$ cat src/rtl/ntt_stage_sequencer.sv
// Address/control sequencer for an in-place iterative NTT: issues one butterfly per cycle per stage.
// Optional Gentleman-Sande inverse ordering is compiled in with `define NTT_SEQ_INTT_EN.
module ntt_stage_sequencer #(
  parameter int LOGN = 10,
  parameter int PIPE = 8
) (
  input  logic            clk,
  input  logic            reset,
`ifdef NTT_SEQ_INTT_EN
  input  logic            inverse,
`endif
  input  logic            start,
  output logic            busy,
  output logic            done,
  output logic [4:0]      stage,
  output logic            rd_valid,
  output logic [LOGN-1:0] rd_addr_top,
  output logic [LOGN-1:0] rd_addr_bot,
  output logic [LOGN-1:0] tw_addr,
  output logic            wr_valid,
  output logic [LOGN-1:0] wr_addr_top,
  output logic [LOGN-1:0] wr_addr_bot
);

  localparam logic [1:0]      IDLE   = 2'd0;
  localparam logic [1:0]      RUN    = 2'd1;
  localparam logic [1:0]      DRAIN  = 2'd2;
  localparam int              CW     = $clog2(PIPE + 2);
  localparam logic [LOGN-1:0] ONE    = LOGN'(1);
  localparam logic [LOGN-1:0] J_LAST = LOGN'((1 << (LOGN - 1)) - 1);
  localparam logic [4:0]      S_LAST = 5'(LOGN - 1);
  localparam logic [CW-1:0]   C_ONE  = CW'(1);
  localparam logic [CW-1:0]   C_DONE = CW'(PIPE);
  localparam logic [CW-1:0]   C_LAST = CW'(PIPE + 1);

  logic [1:0]      state_r;
  logic [LOGN-1:0] j_r;
  logic [4:0]      stage_r;
  logic [CW-1:0]   cnt_r;
  logic [2*LOGN:0] dl_r [PIPE];

  logic            iss_s;
  logic            iss_inv_s;
  logic [4:0]      iss_stage_s;
  logic [LOGN-1:0] iss_j_s;
  logic [4:0]      lh_s;
  logic [4:0]      tws_s;
  logic [LOGN-1:0] h_s, g_s, k_s, top_s, bot_s, tw_s;

`ifdef NTT_SEQ_INTT_EN
  logic inv_r;
  // The direction seen at start drives the first butterfly; later ones use the latched copy.
  assign iss_inv_s = (state_r == IDLE) ? inverse : inv_r;

  // Latch the transform direction when a start is accepted.
  always_ff @(posedge clk) begin
    if (reset) begin
      inv_r <= 1'b0;
    end else if (state_r == IDLE && start) begin
      inv_r <= inverse;
    end else begin
      inv_r <= inv_r;
    end
  end
`else
  assign iss_inv_s = 1'b0;
`endif

  // Decide whether a butterfly is issued this cycle and for which stage/index.
  always_comb begin
    iss_s       = 1'b0;
    iss_stage_s = stage_r;
    iss_j_s     = j_r;
    case (state_r)
      IDLE: begin
        if (start) begin
          iss_s       = 1'b1;
          iss_stage_s = 5'd0;
          iss_j_s     = {LOGN{1'b0}};
        end else begin
          iss_s = 1'b0;
        end
      end
      RUN: iss_s = 1'b1;
      DRAIN: begin
        // Last drain cycle of a non-final stage issues the next stage's first butterfly.
        if (cnt_r == C_LAST && stage_r != S_LAST) begin
          iss_s       = 1'b1;
          iss_stage_s = stage_r + 5'd1;
          iss_j_s     = {LOGN{1'b0}};
        end else begin
          iss_s = 1'b0;
        end
      end
      default: iss_s = 1'b0;
    endcase
  end

  // Butterfly addresses; forward and inverse orderings swap the span and twiddle-base exponents.
  always_comb begin
    if (iss_inv_s) begin
      lh_s  = iss_stage_s;
      tws_s = S_LAST - iss_stage_s;
    end else begin
      lh_s  = S_LAST - iss_stage_s;
      tws_s = iss_stage_s;
    end
    h_s   = ONE << lh_s;
    g_s   = iss_j_s >> lh_s;
    k_s   = iss_j_s & (h_s - ONE);
    top_s = (g_s << (lh_s + 5'd1)) | k_s;
    bot_s = top_s + h_s;
    tw_s  = (ONE << tws_s) + g_s;
  end

  // Stage FSM, butterfly/drain counters and registered issue-side outputs.
  always_ff @(posedge clk) begin
    if (reset) begin
      state_r     <= IDLE;
      j_r         <= {LOGN{1'b0}};
      stage_r     <= 5'd0;
      cnt_r       <= {CW{1'b0}};
      busy        <= 1'b0;
      done        <= 1'b0;
      stage       <= 5'd0;
      rd_valid    <= 1'b0;
      rd_addr_top <= {LOGN{1'b0}};
      rd_addr_bot <= {LOGN{1'b0}};
      tw_addr     <= {LOGN{1'b0}};
    end else begin
      rd_valid <= iss_s;
      done     <= 1'b0;
      if (iss_s) begin
        rd_addr_top <= top_s;
        rd_addr_bot <= bot_s;
        tw_addr     <= tw_s;
        stage       <= iss_stage_s;
      end
      case (state_r)
        IDLE: begin
          if (start) begin
            state_r <= RUN;
            busy    <= 1'b1;
            j_r     <= ONE;
            stage_r <= 5'd0;
          end
        end
        RUN: begin
          if (j_r == J_LAST) begin
            state_r <= DRAIN;
            cnt_r   <= {CW{1'b0}};
          end else begin
            j_r <= j_r + ONE;
          end
        end
        DRAIN: begin
          cnt_r <= cnt_r + C_ONE;
          if (cnt_r == C_DONE && stage_r == S_LAST) begin
            done  <= 1'b1;
            stage <= 5'd0;
          end
          if (cnt_r == C_LAST) begin
            if (stage_r == S_LAST) begin
              state_r <= IDLE;
              busy    <= 1'b0;
            end else begin
              state_r <= RUN;
              stage_r <= stage_r + 5'd1;
              j_r     <= ONE;
            end
          end
        end
        default: state_r <= IDLE;
      endcase
    end
  end

  // Write-back delay line: PIPE registers carrying {valid, top, bot}.
  always_ff @(posedge clk) begin
    if (reset) begin
      for (int i = 0; i < PIPE; i++) dl_r[i] <= {(2*LOGN+1){1'b0}};
    end else begin
      dl_r[0] <= {rd_valid, rd_addr_top, rd_addr_bot};
      for (int i = 1; i < PIPE; i++) dl_r[i] <= dl_r[i-1];
    end
  end

  assign {wr_valid, wr_addr_top, wr_addr_bot} = dl_r[PIPE-1];

endmodule

$ cat config.mk
export PLATFORM = sky130hd
export DESIGN_NAME = ntt_stage_sequencer
export DESIGN_NICKNAME = d
export VERILOG_FILES = /design/src/rtl/ntt_stage_sequencer.sv
export SDC_FILE = /design/constraint.sdc
export NUM_CORES = 1
export LEC_CHECK = 0
export BUFFER_PORTS_ARGS = -buffer_cell sky130_fd_sc_hd__buf_2
export CORE_ASPECT_RATIO = 0.7
export CORE_MARGIN = 2
export CORE_UTILIZATION = 67
export CTS_BUF_LIST = sky130_fd_sc_hd__clkbuf_8
export DETAILED_ROUTE_END_ITERATION = 12
export PLACE_DENSITY = 0.87
export SKIP_LAST_GASP = 1
export SLEW_MARGIN = 0
export SYNTH_ARGS = -nofsm -noshare
export SYNTH_HDL_FRONTEND = slang
export SYNTH_SLANG_ARGS = --single-unit
$ cat constraint.sdc
create_clock -name clk -period 9.46 [get_ports clk]
set_clock_uncertainty 0.2 [all_clocks]
set_input_delay 1.419 -clock clk [delete_from_list [all_inputs] [get_ports clk]]
set_output_delay 1.419 -clock clk [all_outputs]
set_load 0.02 [all_outputs]
* Yosys cells after proc, flatten, opt, wreduce, memory -nomap -nowiden
Memory sizes are Yosys's and may differ from the RTL's.
Cells that the tools add are included.
Widths: inputs -> output; s select.
** Storage, ports and cells
- Register bits :: 59
- RAM bits :: 168
- Output and inout bits :: 59
- Logic and storage cells :: 103
- Memories :: 1
** Memories
- dl_r :: words 8, width 21, rd ports 8, clocked after Yosys merged registers in 0, wr ports 8, line 40 : logic [2*LOGN:0] dl_r [PIPE];
** Operators by class
- Add/subtract/negate cells :: 8
- Reductions and logical operators :: 12
- Shifts and indexed selects :: 4
- Mux-type cells :: 43
- Equal/unequal tests :: 13
- Bitwise logic cells :: 11
** Operators with widths (count)
- $mux 21 :: 8
- $mux 10 :: 6
- $mux 5 :: 7
- $pmux 10 s3 :: 1
- $add 10x10->10 :: 2
- $pmux 10 s2 :: 1
- $pmux 5 s2 :: 2
- $shl 1x5->10 const A :: 2
- $ne 2x2->1 const B :: 6
- $add 10x1->10 const B :: 1
- $add 5x1->5 const B :: 2
- $and 10x10->10 :: 1
- $eq 10x9->1 const B :: 1
- $mux 1 :: 10
- $or 10x10->10 :: 1
- $shl 10x5->10 :: 1
- $shr 10x5->10 :: 1
- $sub 10x1->10 const B :: 1
- $eq 4x4->1 const B :: 2
- $or 1x1->1 :: 8
- $pmux 4 s2 :: 1
- $mux 2 :: 3
- $pmux 2 s3 :: 1
- $reduce_and 3->1 :: 2
- other kinds (18) :: 20

* Depth between registers and ports, before layout
Gate-level depths: netlist of the first run.
- Depth in word-level cells :: 10
- Depth in mapped cells :: 30

* Least setup slack after synthesis of the first run
OpenSTA, ideal clock, no wires.
- Path kind :: input-to-reg
- Start :: in start
- End :: reg rd_addr_bot[9]
- Stages on the path :: 25
- Slack :: 2.878 ns
- Required time :: 9.160 ns
- Library setup time :: 0.100 ns
- Data arrival time :: 6.282 ns
- Cells stage by stage :: o21bai_1 > nand2_1 > nand3_2 > inv_2 > buf_6 > clkbuf_1 > ha_1 > clkbuf_1 > nor3_2 > a41oi_4 > buf_2 > nor2_1 > nand2_1 > ha_1 > o32a_1 > inv_1 > ha_1 > a21o_1 > a21o_1 > and3_1 > a311o_1 > nand3b_1 > a31o_1 > mux2_4 > a2111oi_4
** On the way
- Word-level cells in the longest chain between the ends :: 8
- Elaborated cells on any way between the ends :: 15
- Classes of those cells :: 4 x add/sub; 3 x shift; 6 x mux; 2 x bitwise
** Ends and longest elaborated chain
- start, declared :: line 12 : input logic start,
- parallel branches: the longest is 6 deep, another holds $sub 4x5->5
- $or 10x10->10 * :: line 111 : top_s = (g_s << (lh_s + 5'd1)) | k_s;
- named net top_s[1] :: line 48 : logic [LOGN-1:0] h_s, g_s, k_s, top_s, bot_s, tw_s;
- $add 10x10->10 * :: line 112 : bot_s = top_s + h_s;
- end signal, assigned :: line 128 : rd_addr_bot <= {LOGN{1'b0}};
- end signal, assigned :: line 135 : rd_addr_bot <= bot_s;
- end, declared :: line 18 : output logic [LOGN-1:0] rd_addr_bot,
Mark *: on every way through the listed nets, which the timed path passes.
A chain may end at the register's enable or synchronous reset.

* Worst setup path in the final report of the first run
- Start :: reg stage_r[0]
- End :: reg rd_addr_bot[9]
** On the way
- Word-level cells in the longest chain between the ends :: 10
- Elaborated cells on any way between the ends :: 19
- Classes of those cells :: 5 x add/sub; 1 x eq/ne; 3 x shift; 7 x mux; 2 x bitwise; 1 x reduce/logical
** Ends and longest elaborated chain
- start, declared :: line 38 : logic [4:0] stage_r;
- start signal, assigned :: line 168 : stage_r <= stage_r + 5'd1;
- parallel branches: the longest is 8 deep, another holds $add 5x1->5
- $or 10x10->10 * :: line 111
- named net top_s[1] :: line 48
- $add 10x10->10 * :: line 112
Marked as above.

==> results of run 1 <==
flip-flops by register name (all words and copies together), names as in the netlist:
register	count
busy	1
done	1
j_r	10
stage_r	5
cnt_r	4
stage	5
dl_r	168
state_r	2
rd_addr_top	10
rd_addr_bot	10
tw_addr	10
rd_valid	1
kinds of logic (layout without fill, tap and decap cells):
kind of cell,after synthesis,count (layout),synth area share
XOR/XNOR,29,29,0.0265
AND/OR/NAND/NOR,437,437,0.246
buffers and inverters,105,148,0.0520
multiplexers,16,16,0.0179
adder cells (fa/ha/maj),27,27,0.0368
flip-flops,227,227,0.475
AO/OA/AOI/OAI,183,183,0.146
path summary, 6_finish.rpt:
kind,to,slack [ps],depth (start not counted)
hold / removal,dl_r[0][29]$_SDFF_PP0_,220,1
setup / recovery,rd_addr_bot[9]$_SDFFE_PP0P_,1940,20
hold reg to reg,dl_r[0][29]$_SDFF_PP0_,220,1
setup reg to reg,rd_addr_bot[9]$_SDFFE_PP0P_,1940,20
power by group through the flow:
stage,sequential [mW],clock [mW],combinational (mW)
2_1_floorplan,1.00,0,0.0421
3_3_place_gp,1.00,0,0.0664
3_5_place_dp,1.00,0,0.0681
4_1_cts,0.980,0.775,0.0688
5_1_grt,0.981,0.815,0.0754
6_report,0.980,0.767,0.0693
routing by layer:
metal | GRT usage | share of wire
met1 | 0.500 | 0.48
met2 | 0.462 | 0.41
met3 | 0.0737 | 0.092
met4 | 0.0701 | 0.019
met5 | 0.0367 | 0.0032
area by class of cell:
| class | count | area [µm²] | area share |
|---|---|---|---|
| Multi-Input combinational cell | 692 | 4550 | 0.436 |
| Clock buffer | 39 | 537 | 0.0515 |
| Clock inverter | 17 | 114 | 0.0109 |
| Inverter | 25 | 93.8 | 0.00900 |
| Sequential cell | 227 | 4540 | 0.436 |
| Tap cell | 190 | 238 | 0.0228 |
| Timing Repair Buffer | 67 | 357 | 0.0342 |
metrics by stage:
stage	setup slack (ps)	hold WS (ps)	power [mW]
global placement	2090	215	1.07
global route	1680	237	1.87
detailed placement	1970	220	1.07
finish	1940	224	1.82
floorplan	2880	214	1.05
CTS	2220	229	1.82
synth_stat cells (4+ instances only):
cell type,n
o211ai_2,4
mux2i_1,10
inv_1,23
o31ai_1,6
nand4_1,7
o32ai_1,4
o21ai_1,5
mux2_2,5
a211oi_1,16
nor2_1,85
xnor2_1,20
dfxtp_1,227
a311oi_1,6
xor2_1,9
clkbuf_1,46
o21bai_1,7
nor2b_1,172
nand2_1,74
nor3_1,26
or3_1,10
nand3_1,18
buf_2,11
o21a_1,4
nand2b_1,8
and3_1,7
a21oi_1,47
a31oi_1,4
ha_1,25
buf_4,20
o21ai_0,25
o211ai_1,7
==> reports/metrics.yaml, run 1 <==
sta:
  worst_pin_slew_ps: 931
  hold_viol: 0
  setup_tns_ps: 0
  max_slew_margin: 0.375
  max_freq_mhz: 133
  setup_viol: 0
  slew_violations: 0
  period_share: 0.795
  post-route-min-period_ps: 7520
  rsz0062_at_grt: "false"
clock_network:
  cts_sinks: 227
  htree_levels: 1
  ctsResizeCount: 0
  clk_pin_slew_ps: 70
  cts_tree: "built"
  post_cts_buffers: 0
  cts_buffers: 31
  clock_latency_ps: 570
  clock_path_buffers: 3
  clockRootBuffer: "clkbuf_8"
  ctsHoldBuffers: 0
logic_synthesis:
  synth_area_leaders: "dfxtp_1 (47%), nor2b_1 (11%), nor2_1 (3.3%)"
  yosys.area.top_type: "dfxtp_1"
  synthArstFlopShare: 0
  synth_edf_count: 0
  ys.flop_type: "dfxtp_1"
  yosysWarnings: 0
  synth_cell_types: 85
  synth_cells: 1024
  syn_area_um2: 9580
  syn_area_per_cell_um2: 9.35
  synthesis.nets: 1054
  synth-seq-cells: 227
  yosys.area.top_type_share: 0.475
  ys_seq_area_frac: 0.475
setup_path:
  path_max_fanout: 21
  end_kind: "flop"
  crit_top_cell: "ha_1"
  r2r-start: "stage_r[0]$_SDFFE_PP0P_"
  crit_start: "stage_r[0]$_SDFFE_PP0P_"
  critPathTopFamily: "adder cells"
  critPathLaunchType: "flop"
  slowest_delay_ps: 890
  crit_chain: "ha_1 -> and4bb_1 -> or3_1 -> nand3_2 -> ha_1 -> inv_1 -> ha_1 -> inv_1 -> o21ai_1 -> o32a_1 -> inv_1 -> ha_1 -> a21o_1 -> a21o_1 -> and3_1 -> a311o_1 -> nand3b_1 -> a31o_1 -> mux2_4 -> a2111oi_4"
  critical_path_class: "flop to flop"
  critPathSlowestCell: "ha_1"
  worstPathRequired_ps: 9710
  worst-path-buf-inv: 3
  arrival_ps: 7770
global_route:
  grt_max_degree: 120
  antenna_found_initial: 0
  grt_pass1_wl_um: 38700
  grt_pass1_vias: 6985
  gr-total-overflow: 0
  grt_use_total: 0.325
outcome:
  status: "complete, no violations"
power:
  powerDensity_nw_per_um2: 174
  p_int_mw: 1.39
  p_clk_frac: 0.422
  combPwrFrac: 0.038
  seq_power_share: 0.540
  sw_frac_of_total: 0.234
  p_sw_mw: 0.424
  peakVddDrop_mv: 0.169
  p_leak_nw: 4.15
final_layout:
  drive_above_1_share: 0.144
  utilization: 0.749
  finalNonFillerCells: 1257
  stdcell_area_um2: 10400
  fillers: 941
  area_growth_pct: 8.92
  final_common_cell: "dfxtp_1"
  antenna_cells: 0
  layout_common_cells: "dfxtp_1 (227), nor2b_1 (172), nor2_1 (85)"
  final_nets: 1074
routing:
  ant_nets: 0
  dr.pass1.iters: 6
  wire_per_inst_um: 19.9
  vias: 7448
  totalWireLength_um: 25000
  viasPerCell: 5.93
  drt_iter0_markers: 708
  drc_errors: 0
flow_run:
  max-cap-violations: 0
worst_hold_path:
  hold_class: "flop to flop"
  min-delay-start: "dl_r[0][8]$_SDFF_PP0_"
floorplan:
  row_count: 36
  ios: 62
  initial_core_util: 0.688
  die_y_um: 104
  die_w_um: 147
  die_area_um2: 15300
  fp.coreArea_um2: 13900
placement:
  dp_hpwl_um: 17400
  portBuffers: 61
  globalplace.congestion: 0.988
  place_area_um2: 9780
  place_inst: 1201
(Power assumes the default switching activity.)
==> inputs of run 2 (changes only) <==
--- a/config.mk
+++ b/config.mk
@@ -8,10 +8,10 @@
 export BUFFER_PORTS_ARGS = -buffer_cell sky130_fd_sc_hd__buf_2
 export CORE_ASPECT_RATIO = 0.7
 export CORE_MARGIN = 2
-export CORE_UTILIZATION = 67
+export CORE_UTILIZATION = 57
 export CTS_BUF_LIST = sky130_fd_sc_hd__clkbuf_8
 export DETAILED_ROUTE_END_ITERATION = 12
-export PLACE_DENSITY = 0.87
+export PLACE_DENSITY = 0.79
 export SKIP_LAST_GASP = 1
 export SLEW_MARGIN = 0
 export SYNTH_ARGS = -nofsm -noshare
==> constraint.sdc (replaced) <==
create_clock -name clk -period 6.9 [get_ports clk]
set_clock_uncertainty 0.2 [all_clocks]
set_input_delay 1.035 -clock clk [delete_from_list [all_inputs] [get_ports clk]]
set_output_delay 1.035 -clock clk [all_outputs]
set_load 0.02 [all_outputs]
==> run 2 against run 1 <==
  * Maximum frequency grew 18%
  * Non-clock buffer count grew 22
  * Utilization decreased by 9.7 points
  * First-iteration DRC count is 1.1% lower
  * Register-to-register slack worse by 1400 ps
  * Via count decreased by 3.9%
  * Setup slack worse by 1400 ps
  * Final cell count up 4.5%
  * Critical path type unchanged
  * Largest cell class unchanged
  * Largest power group unchanged
  * Highest routed layer is now met4
==> reports/metrics.yaml, run 2 (same netlist as run 1, synthesis figures left out) <==
final_layout:
  largest_register: "dl_r"  # unchanged
  regArea_um2: 4540  # unchanged
  drive_above_1_share: 0.166  # was 0.144
  fillers: 1343  # was 941
  final_common_cell: "dfxtp_1"  # unchanged
  largest_reg_flops: 168  # unchanged
  final_nets: 1096  # was 1,074
  layout_common_cells: "dfxtp_1 (227), nor2b_1 (172), nor2_1 (85)"  # unchanged
  area_growth_pct: 11.6  # was 8.92%
  multi_input_area_um2: 4550  # about the same
  antenna_cells: 0  # unchanged
sta:
  max_slew_margin: 0.338  # was 0.375
  post-route-min-period_ps: 6390  # was 7520 ps
  worst_pin_slew_ps: 992  # was 931 ps
  setup_slack_ps: 513  # was 1940 ps
  rsz0062_at_grt: "false"  # unchanged
  setup_viol: 0  # unchanged
  slew_violations: 0  # unchanged
  setup_tns_ps: 0  # unchanged
  period_share: 0.926  # was 0.795
  hold_viol: 0  # unchanged
  max_freq_mhz: 157  # was 133 MHz
clock_network:
  cts_buffers: 31  # unchanged
  post_cts_buffers: 0  # unchanged
  cts_sinks: 227  # unchanged
  ctsHoldBuffers: 0  # unchanged
  ctsResizeCount: 0  # unchanged
  clock_latency_ps: 560  # was 570 ps
  clk_pin_slew_ps: 70  # about the same
  clockRootBuffer: "clkbuf_8"  # unchanged
  clock_path_buffers: 3  # unchanged
  htree_levels: 1  # unchanged
  cts_tree: "built"  # unchanged
routing:
  viasPerCell: 5.45  # was 5.93
  wire_per_inst_um: 16.7  # was 19.9 µm
  ant_nets: 0  # unchanged
  dr.pass1.iters: 6  # unchanged
  drc_errors: 0  # unchanged
  drt_iter0_markers: 700  # was 708
  totalWireLength_um: 21900  # was 25,000 µm
  vias: 7157  # was 7,448
floorplan:
  ios: 62  # unchanged
  die_y_um: 112  # was 104 µm
  initial_core_util: 0.584  # was 0.688
  fp.coreArea_um2: 16400  # was 13,900 µm²
  row_count: 39  # was 36
  die_w_um: 159  # was 147 µm
  die_area_um2: 17900  # was 15,300 µm²
setup_path:
  crit_top_cell: "ha_1"  # unchanged
  critical_path_class: "flop to flop"  # unchanged
  path_max_fanout: 10  # was 21
  slowest_delay_ps: 560  # was 890 ps
  end_kind: "flop"  # unchanged
  critPathLaunchType: "flop"  # unchanged
  critPathSlowestCell: "dfxtp_1"  # was ha_1
  timing.rr.end: "rd_addr_bot[9]$_SDFFE_PP0P_"  # unchanged
  regToRegSetupSlack_ps: 510  # was 1940 ps
  setup.worst_path.end: "rd_addr_bot[9]$_SDFFE_PP0P_"  # unchanged
  r2r-start: "stage_r[1]$_SDFFE_PP0P_"  # was stage_r[0]$_SDFFE_PP0P_
  arrival_ps: 6650  # was 7770 ps
  worstPathRequired_ps: 7160  # was 9710 ps
  r2r_cells: 23  # was 20
  crit_chain: "inv_1 -> ha_1 -> nand4bb_1 -> nand2_2 -> o32ai_4 -> inv_2 -> ha_1 -> o21ai_0 -> a211oi_1 -> a2111oi_4 -> nor3_1 -> nor2_1 -> o32a_1 -> inv_1 -> ha_1 -> a21o_1 -> a21o_1 -> and3_1 -> a311o_1 -> nand3b_1 -> a31o_1 -> mux2_4 -> a2111oi_4"  # was ha_1 -> and4bb_1 -> or3_1 -> nand3_2 -> ha_1 -> inv_1 -> ha_1 -> inv_1 -> o21ai_1 -> o32a_1 -> inv_1 -> ha_1 -> a21o_1 -> a21o_1 -> and3_1 -> a311o_1 -> nand3b_1 -> a31o_1 -> mux2_4 -> a2111oi_4
  crit_start: "stage_r[1]$_SDFFE_PP0P_"  # was stage_r[0]$_SDFFE_PP0P_
global_route:
  grt_use_total: 0.245  # was 0.325
  grt_pass1_wl_um: 35100  # was 38,700 µm
  grt_max_degree: 90  # was 120
  grt_pass1_vias: 6490  # was 6,985
  antenna_found_initial: 0  # unchanged
  gr-total-overflow: 0  # unchanged
power:
  peakVddDrop_mv: 0.171  # was 0.169 mV
  p_leak_nw: 4.28  # was 4.15 nW
  sw_frac_of_total: 0.219  # was 0.234
  p_int_mw: 1.98  # was 1.39 mW
  p_total_mw: 2.54  # was 1.82 mW
  p_sw_mw: 0.556  # was 0.424 mW
  powerDensity_nw_per_um2: 237  # was 174 nW/µm²
  seq_power_share: 0.530  # was 0.540
  combPwrFrac: 0.037  # was 0.038
  p_clk_frac: 0.433  # was 0.422
placement:
  portBuffers: 61  # unchanged
  globalplace.congestion: 1.02  # was 0.988
  dp_hpwl_um: 15600  # was 17,400 µm
  place_ws_ps: 644  # was 1970 ps
worst_hold_path:
  hold_class: "flop to flop"  # unchanged
  min-delay-start: "dl_r[0][51]$_SDFF_PP0_"  # was dl_r[0][8]$_SDFF_PP0_
flow_run:
  max-cap-violations: 0  # unchanged
outcome:
  status: "complete, no violations"  # unchanged
-- run 2: cell types whose count changed in the layout (fill, tap and decap cells not counted) --
cell / previous run / this run
buf_4: 6 / 28
bufinv_16: 1 / 2
clkbuf_8: 39 / 42
clkinv_2: 2 / 4
clkinv_4: 2 / 0
inv_1: 33 / 29
o31a_1: 3 / 2
o31a_2: 0 / 1
-- run 2: critical path, delay by kind of cell (launching register included) --
family                     cells  cell delay, ps
and+or+nand+nor                6            1120
muxes                          1             320
buffers and inverters          3             410
adders and majority gates      3             960
AOI/OAI and AO/OA             10            2700
DFF                            1             560
-- run 2: power groups by stage --
stage / logic, mW / clock network [mW] / registers [mW]
after floorplan: 0.0577 / 0 / 1.38
after global placement: 0.0940 / 0 / 1.37
after detailed placement: 0.0949 / 0 / 1.37
after CTS: 0.0955 / 1.12 / 1.34
after global routing: 0.104 / 1.18 / 1.34
final: 0.0947 / 1.10 / 1.34
-- run 2: worst min-delay path by stage --
stage	end	slack [ps]	depth (start not counted)
after global routing	dl_r[1][40]$_SDFF_PP0_	250	1
final	dl_r[0][72]$_SDFF_PP0_	230	1
after floorplan	dl_r[0][21]$_SDFF_PP0_	210	1
after global placement	dl_r[1][49]$_SDFF_PP0_	220	1
after detailed placement	dl_r[0][67]$_SDFF_PP0_	220	1
after CTS	dl_r[0][28]$_SDFF_PP0_	230	1
-- run 2: per-stage QoR --
step | std cells | hold slack, ps | utilization | instance area (µm²)
after floorplan | 1024 | 214 | - | 9580
after global placement | 1258 | 216 | 0.609 | 9990
after detailed placement | 1258 | 220 | 0.609 | 9990
after CTS | 1314 | 227 | 0.652 | 10700
after global routing | 1314 | 246 | 0.652 | 10700
final | 1314 | 228 | 0.652 | 10700
-- run 2: area by class of cell --
type,instances,area share
Clock buffer,42,0.0541
Clock inverter,14,0.0114
Inverter,25,0.00878
Multi-Input combinational cell,692,0.426
Sequential cell,227,0.425
Tap cell,225,0.0263
Timing Repair Buffer,89,0.0488
-- run 2: per-layer routing --
layer | routed length [µm] | global-route usage | part of all wire
met1 | 11000 | 0.380 | 0.50
met2 | 8360 | 0.334 | 0.38
met3 | 2140 | 0.0702 | 0.098
met4 | 415 | 0.0552 | 0.019
met5 | 0 | 0 | 0
